==> config.mk <==
export PLATFORM = sky130hd
export DESIGN_NAME = step_gen
export DESIGN_NICKNAME = d
export VERILOG_FILES = /design/src/rtl/step_gen_pkg.sv /design/src/rtl/sync_debounce.sv /design/src/rtl/step_gen.sv
export SDC_FILE = /design/constraint.sdc
export NUM_CORES = 1
export LEC_CHECK = 0
export ABC_AREA = 1
export CELL_PAD_IN_SITES_DETAIL_PLACEMENT = 1
export CELL_PAD_IN_SITES_GLOBAL_PLACEMENT = 1
export CORE_UTILIZATION = 44
export DETAILED_ROUTE_END_ITERATION = 16
export GPL_ROUTABILITY_DRIVEN = 0
export PLACE_DENSITY_LB_ADDON = 0.1
export RECOVER_POWER = 25
export SLEW_MARGIN = 20
export SYNTH_ARGS = -nofsm -noshare
export SYNTH_HDL_FRONTEND = slang
export SYNTH_HIERARCHICAL = 1
export SYNTH_SLANG_ARGS = --single-unit
==> constraint.sdc <==
create_clock -name gclk -period 6.3 [get_ports gclk]
set_clock_uncertainty 0.15 [all_clocks]
set_input_delay 1.26 -clock gclk [delete_from_list [all_inputs] [get_ports gclk]]
set_output_delay 1.26 -clock gclk [all_outputs]
set_load 0.01 [all_outputs]
==> src/rtl/step_gen_pkg.sv <==
// Shared definitions for the step-enable generator: debounce FSM encoding and
// the width of the issued-step counter.
package step_gen_pkg;

  localparam logic [1:0] LO   = 2'd0;
  localparam logic [1:0] RISE = 2'd1;
  localparam logic [1:0] HI   = 2'd2;
  localparam logic [1:0] FALL = 2'd3;

  localparam int STEP_CNT_W = 16;

  // The debounced level is high while the FSM believes the input is high,
  // including while a candidate low is still being qualified.
  function automatic logic state_is_high(input logic [1:0] st);
    return (st == HI) || (st == FALL);
  endfunction

endpackage

==> src/rtl/sync_debounce.sv <==
// Two-flop synchronizer plus four-state debounce FSM. `level` is the registered
// debounced level; `rise` strobes in the cycle whose edge commits a low-to-high.
module sync_debounce
  import step_gen_pkg::*;
#(
  parameter int unsigned DEBOUNCE_CYCLES = 1000000,
  parameter int unsigned CNT_W           = 32
) (
  input  logic clk,
  input  logic rst,
  input  logic din,
  output logic level,
  output logic rise
);

  localparam logic [CNT_W-1:0] CNT_LAST = CNT_W'(DEBOUNCE_CYCLES - 1);
  localparam logic [CNT_W-1:0] CNT_ZERO = {CNT_W{1'b0}};

  logic             s1_q;
  logic             s2_q;
  logic [1:0]       state_q;
  logic [1:0]       state_d;
  logic [CNT_W-1:0] cnt_q;
  logic [CNT_W-1:0] cnt_d;
  logic             level_q;
  logic             level_d;
  logic             rise_d;

  // Next-state logic; the counter restarts on every state change.
  always_comb begin
    state_d = state_q;
    cnt_d   = cnt_q;
    rise_d  = 1'b0;
    case (state_q)
      LO: begin
        if (s2_q) begin
          state_d = RISE;
          cnt_d   = CNT_ZERO;
        end else begin
          cnt_d   = CNT_ZERO;
        end
      end
      RISE: begin
        if (!s2_q) begin
          state_d = LO;
          cnt_d   = CNT_ZERO;
        end else if (cnt_q == CNT_LAST) begin
          state_d = HI;
          cnt_d   = CNT_ZERO;
          rise_d  = 1'b1;
        end else begin
          cnt_d   = cnt_q + CNT_W'(1);
        end
      end
      HI: begin
        if (!s2_q) begin
          state_d = FALL;
          cnt_d   = CNT_ZERO;
        end else begin
          cnt_d   = CNT_ZERO;
        end
      end
      FALL: begin
        if (s2_q) begin
          state_d = HI;
          cnt_d   = CNT_ZERO;
        end else if (cnt_q == CNT_LAST) begin
          state_d = LO;
          cnt_d   = CNT_ZERO;
        end else begin
          cnt_d   = cnt_q + CNT_W'(1);
        end
      end
      default: begin
        state_d = LO;
        cnt_d   = CNT_ZERO;
      end
    endcase
    level_d = state_is_high(state_d);
  end

  always_ff @(posedge clk) begin
    if (rst) begin
      s1_q    <= 1'b0;
      s2_q    <= 1'b0;
      state_q <= LO;
      cnt_q   <= CNT_ZERO;
      level_q <= 1'b0;
    end else begin
      s1_q    <= din;
      s2_q    <= s1_q;
      state_q <= state_d;
      cnt_q   <= cnt_d;
      level_q <= level_d;
    end
  end

  assign level = level_q;
  assign rise  = rise_d;

endmodule

==> src/rtl/step_gen.sv <==
// Step-enable generator: debounced button steps, optional periodic auto-run
// (enabled by defining STEP_GEN_AUTORUN_EN), and a wrapping issued-step count.
module step_gen
  import step_gen_pkg::*;
#(
  parameter int unsigned DEBOUNCE_CYCLES = 1000000,
  parameter int unsigned RUN_DIV         = 25000000,
  parameter int unsigned CNT_W           = 32
) (
  input  logic                  gclk,
  input  logic                  rst,
  input  logic                  btn,
  input  logic                  run,
  output logic                  step,
  output logic                  btn_level,
  output logic [STEP_CNT_W-1:0] step_cnt
);

  logic                  btn_level_s;
  logic                  rise_s;
  logic                  manual_s;
  logic                  auto_s;
  logic                  step_q;
  logic                  step_d;
  logic [STEP_CNT_W-1:0] step_cnt_q;
  logic [STEP_CNT_W-1:0] step_cnt_d;

  sync_debounce #(
    .DEBOUNCE_CYCLES (DEBOUNCE_CYCLES),
    .CNT_W           (CNT_W)
  ) u_btn (
    .clk   (gclk),
    .rst   (rst),
    .din   (btn),
    .level (btn_level_s),
    .rise  (rise_s)
  );

`ifdef STEP_GEN_AUTORUN_EN
  localparam logic [CNT_W-1:0] DIV_LAST = CNT_W'(RUN_DIV - 1);
  localparam logic [CNT_W-1:0] DIV_ZERO = {CNT_W{1'b0}};

  logic             run_s1_q;
  logic             run_s2_q;
  logic [CNT_W-1:0] div_q;
  logic [CNT_W-1:0] div_d;

  // Divider parks at zero while the run switch is off, so the first auto
  // step lands a full period after the switch is seen on.
  always_comb begin
    div_d = div_q;
    if (!run_s2_q) begin
      div_d = DIV_ZERO;
    end else if (div_q == DIV_LAST) begin
      div_d = DIV_ZERO;
    end else begin
      div_d = div_q + CNT_W'(1);
    end
  end

  always_ff @(posedge gclk) begin
    if (rst) begin
      run_s1_q <= 1'b0;
      run_s2_q <= 1'b0;
      div_q    <= DIV_ZERO;
    end else begin
      run_s1_q <= run;
      run_s2_q <= run_s1_q;
      div_q    <= div_d;
    end
  end

  assign manual_s = ~run_s2_q;
  assign auto_s   = run_s2_q & (div_q == DIV_LAST);
`else
  localparam int unsigned unused_run_div = RUN_DIV;
  logic unused_run_s;

  assign unused_run_s = run;
  assign manual_s     = 1'b1;
  assign auto_s       = 1'b0;
`endif

  // Manual and auto steps are mutually exclusive through run_s, and each
  // source alone can never fire on back-to-back cycles.
  always_comb begin
    step_d = (manual_s & rise_s) | auto_s;
    if (step_d) begin
      step_cnt_d = step_cnt_q + STEP_CNT_W'(1);
    end else begin
      step_cnt_d = step_cnt_q;
    end
  end

  always_ff @(posedge gclk) begin
    if (rst) begin
      step_q     <= 1'b0;
      step_cnt_q <= {STEP_CNT_W{1'b0}};
    end else begin
      step_q     <= step_d;
      step_cnt_q <= step_cnt_d;
    end
  end

  assign step      = step_q;
  assign btn_level = btn_level_s;
  assign step_cnt  = step_cnt_q;

endmodule

======== Yosys cells after proc, flatten, opt, wreduce, memory -nomap -nowiden ========
Index checks and enable logic that the tools add are counted.
cells by class
  eq/ne operators ......................... 6
  add/subtract/negate cells ............... 2
  muxes and demuxes ....................... 14
  reductions and logical operators ........ 3
operators by type and width
  cell                   count
  $mux 32                3
  $pmux 32 s3            1
  $add 32x1->32 const B  1
  $eq 32x20->1 const B   1
  $add 16x1->16 const B  1
  $mux 2                 6
  $eq 2x2->1 const B     4
  $pmux 2 s4             1
  $mux 1                 3
  $eq 2x1->1 const B     1
  $logic_not 2->1        1
  $reduce_or 2->1        1
  $logic_or 1x1->1       1
storage, ports and cells
  word-level logic and storage cells ...... 32
  flip-flop bits (word level) ............. 54
  output and inout port bits .............. 18
  input port bits ......................... 4

======== Logic depth before layout (Yosys ltp) ========
  depth after elaboration ................. 6
  depth in mapped cells ................... 15
  depth with buffers taken out ............ 14

======== By module ========
Netlist, hierarchy kept.
by module, submodules not included
  module         cells each  area an instance (µm²)  times used
  sync_debounce  349         2,147.1                 1
  step_gen       128         870.8                   1

======== Worst setup path before layout ========
Ideal clock, no wire load.
  path type ............................... reg2reg
  start ................................... register u_btn.cnt_q[0]
  end ..................................... register step_cnt_q[13] (netlist: step_cnt[13])
  cell stages (with the launch flop) ...... 16
  slack ................................... 4,210 ps
  path buffers ............................ 1
  clock period less this slack ............ 2,090 ps
  arrival time ............................ 1,831 ps
  path through ............................ dfxtp_1 > ha_1 > nand2_2 > nor2_4 > nand2_1 > nor2_2 > nand4_1 > nor2_1 > buf_4 > nand2_1 > nor2_4 > nand2_2 > nor2_2 > nand3_1 > nand2_1 > nor2_1
between the ends
  cells in the longest elaborated chain, start to end .. 4
RTL lines
  element                 line                 source
  start, declared         sync_debounce.sv:23  logic [CNT_W-1:0] cnt_q;
  start signal, assigned  sync_debounce.sv:93  cnt_q <= cnt_d;
  $eq 32x20->1            sync_debounce.sv:47  end else if (cnt_q == CNT_LAST) begin
  $mux 1                  sync_debounce.sv:47
  $mux 1                  sync_debounce.sv:44  if (!s2_q) begin
  $mux 1                  sync_debounce.sv:34  case (state_q)
  net rise_s              step_gen.sv:20       logic rise_s;
  end signal, assigned    step_gen.sv:98       step_cnt_q <= {STEP_CNT_W{1'b0}};
  end signal, assigned    step_gen.sv:101      step_cnt_q <= step_cnt_d;
  end, declared           step_gen.sv:25       logic [STEP_CNT_W-1:0] step_cnt_q;
The timed path passes the listed nets, and every way through them passes these cells.
A chain may end at the register's enable or synchronous reset.

==> impl_summary.log <==
[metrics] result of the run: complete, no violations
[metrics] sequential fraction of the synthesis area: 0.352
[metrics] maximum buffer depth of the clock tree: 2
[metrics] Detailed Place HPWL: 6300 um
[metrics] final sum of negative setup slack: 0 ps
[metrics] number of max-capacitance violations reported: 0
[metrics] CTS Buf Count: 5
[metrics] cell type with the largest total area after synthesis: sky130_fd_sc_hd__dfxtp_1
[metrics] f_max: approximately 0.3 GHz
[metrics] largest family of logic cells by synthesized area: simple AND/OR/NAND/NOR gates
[metrics] combined global-route utilization of all metal layers: 0.245
[metrics] clock network fraction of total power: 0.348
[metrics] global-route wire length before repair: about 14,000 um
[metrics] IO Port Bufs: 20
[metrics] vertical die dimension: about 85 um
[metrics] via density per instance: around 5.1
[metrics] total inserted antenna cells: 0
[metrics] leakage power of the design: approximately 1.1 nW
[metrics] setup repair after global routing missed its margin: no
[metrics] Net Sw Power: 0.000113 W
[metrics] total number of placement rows: 29
[metrics] Clock Tree Root: sky130_fd_sc_hd__clkbuf_8
[metrics] Post-layout nets: between 500 and 600
[metrics] CTS clock-pin slew for the worst setup and hold paths: 90 ps
[metrics] Post-CTS Repair Setup Buffers: 0
[metrics] final hold violations: 0
[metrics] min cycle time layout: between 3000 and 4000 ps
[metrics] required time at the endpoint of the critical path: 6390 ps
[metrics] Detailed Routing Iterations Pass 1: 4
[metrics] Worst-Margin Slew: about 640 ps
[metrics] Final Cycle Share: 0.517
[metrics] CTS tree: built
[metrics] Reg2Reg Depth: 14
[metrics] Synth Area in Simple Gates: 0.468
[metrics] power per unit of standard cell area: around 160 nW/um2
[metrics] fraction of final layout cells sized beyond drive strength 1: 0.0644
[metrics] worst slew margin relative to its limit: 0.572
[metrics] CTS-repair resized insts: 0
[metrics] Final setup viols: 0
[metrics] number of cells traversed by the worst hold path: 2
[metrics] total number of vias: a little under 3,000
[metrics] commonest cells in the synthesized netlist: sky130_fd_sc_hd__nor2_1, sky130_fd_sc_hd__nand2_1, sky130_fd_sc_hd__inv_1
[metrics] routed wire length: between 8000 and 9000 um
[metrics] peak fanout along the critical path: 21
[metrics] smallest hold slack: between 200 and 300 ps
[metrics] clock latency at the later pin of the worst-skew pair: approximately 300 ps
[metrics] P_int: around 0.00041 W
[metrics] largest cells by area after synthesis: sky130_fd_sc_hd__dfxtp_1, sky130_fd_sc_hd__nor2_1, sky130_fd_sc_hd__nand2_1, sky130_fd_sc_hd__inv_1, sky130_fd_sc_hd__nand3_1
[metrics] arrival time reported for the critical path endpoint: ~3300 ps
[metrics] Combinational Power Share: 0.012
[metrics] proportion of total power due to net switching: 0.216
[metrics] number of clock sinks seen by CTS: 53
[metrics] type of origin of the critical path: input port
[metrics] Hold Buf Count CTS: 0
[metrics] average size of a mapped cell: 6.33 um2
[metrics] Post-synth ARST share: 0
[metrics] prevailing post-synth register cell: sky130_fd_sc_hd__dfxtp_1
[metrics] number of I/O pins: 22
[metrics] placed cell count: ~570
[metrics] Worst Setup Slack, final: ~3000 ps
[metrics] share of the synthesized area in compound gates (AO/OA/AOI/OAI): 0.0340
[metrics] post-synthesis adder-cell area fraction: 0.00829
[metrics] fin cells: roughly 570
[metrics] DRC violations left: 0
[metrics] highest ir drop seen on vdd: 0.0724 mV
[metrics] fin. max-slew vios: 0
[metrics] number of distinct library cell variants in the gate-level netlist after synthesis: 27
[metrics] portion of netlist area occupied by mux cells: 0
[metrics] kind of end point of the critical path: flop
[metrics] H-tree depth: 2
[metrics] CORE AREA: about 6500 um2
[metrics] number of global-route vias before repair: just over 3,000
[metrics] effective utilization at floorplan: 0.465
[metrics] detailed router's first-iteration violation count: 90
[metrics] initial antenna violation count: 0
[metrics] Synth-to-Final Area Change: 10.0%
[metrics] wire per inst: 14.1 um
[metrics] post-synthesis cell count: 477
[metrics] area enclosed by the die boundary: approximately 7200 um2
[metrics] Post-Place Setup Slack: 3030 ps
[metrics] Cell Area, Synth: ~3000 um2
[metrics] Post-synth EDFFs: 0
[metrics] Worst Hold Class: flop to flop
[metrics] die width: 84.8 um
[metrics] critical path class: input port to flop
[metrics] Seq cells post-synth: 53
[metrics] Final Total Pwr: around 0.00052 W
[metrics] share of power burned in registers: 0.641
[metrics] Synth Warn #: 6
[metrics] share of the synthesized netlist area taken by xor and xnor gates: 0.0522
[metrics] most frequently used cell type in the post-synthesis netlist: sky130_fd_sc_hd__nor2_1
[metrics] total grt overflow: 0
[metrics] largest net degree at the start of global routing: 22
[metrics] Mapped Nets: 483
[metrics] post-synth top area share: 0.352
[metrics] count of nets left with antenna violations after detail routing: 0
[per-stage QoR]
step,utilization,cell area (um2)
2_1_floorplan,-,3020
3_3_place_gp,0.502,3260
3_5_place_dp,0.502,3260
4_1_cts,0.514,3340
5_1_grt,0.511,3320
6_report,0.511,3320
[registers in the layout, summed over array words and instances (netlist names)]
signal and flops:
step_cnt 16, u_btn/state_q 2, u_btn/cnt_q 32, u_btn/s2_q 1, step 1, u_btn/s1_q 1
[cells in the final DEF, fill, tap and decap left out, drive strengths merged]
| cell type | instances |
|---|---|
| and2 | 2 |
| nor2 | 140 |
| clkbuf | 5 |
| a21oi | 12 |
| xor2 | 16 |
| nand3 | 35 |
| dlygate4sd3 | 5 |
| inv | 55 |
| xnor2 | 2 |
| nor3 | 7 |
| dfxtp | 53 |
| clkinv | 1 |
| ha | 2 |
| nand4 | 6 |
| and3 | 2 |
| clkdlybuf4s50 | 15 |
| o21ai | 7 |
| nand2 | 129 |
| nor3b | 2 |
| o21bai | 1 |
[power by group through the flow]
stage,clock [W],combinational [W],sequential (W)
after detailed placement,0,0.00000627,0.000344
after CTS,0.000190,0.00000625,0.000336
final,0.000182,0.00000612,0.000336
after global placement,0,0.00000602,0.000344
after floorplan,0,0.00000339,0.000344
after global routing,0.000205,0.00000687,0.000336
[worst paths after layout]
path                        from              end  slack (ps)
setup / recovery             rst  u_btn/cnt_q[21]        3040
hold / removal        u_btn/s1_q       u_btn/s2_q         280
setup reg to reg  u_btn/cnt_q[0]     step_cnt[13]        3290
hold reg to reg       u_btn/s1_q       u_btn/s2_q         280
[cells by family (layout without fill, tap and decap cells)]
kind of cell,count (synthesis),count (layout)
adder cells (fa/ha/maj),2,2
flip-flops,53,53
AND/OR/NAND/NOR,323,323
AO/OA/AOI/OAI,20,20
XOR/XNOR,18,18
buffers and inverters,61,81
[metal layers]
metal / global-route usage / vias to the layer above / wire [um]
met5: 0 / - / 0
met4: 0.0663 / 0 / 124
met3: 0.0389 / 11 / 184
met2: 0.472 / 36 / 4180
met1: 0.278 / 1386 / 3580
li1: - / 1500 / -
[critical path, stage by stage]
cell                            delay, ps
sky130_fd_sc_hd__dlygate4sd3_1        700
sky130_fd_sc_hd__inv_1                150
sky130_fd_sc_hd__and3_1               590
sky130_fd_sc_hd__nand2_2              420
sky130_fd_sc_hd__a21oi_1              210
[final cells by class]
cell class	instances	area, um2
fill	927	3170
clock buffer	5	68.8
inverter	55	206
tap	77	96.3
clock inverter	1	5.00
sequential	53	1060
multi-input combinational	363	1680
timing repair buffer	20	200
No activity file was read; power rests on OpenSTA's default activity.
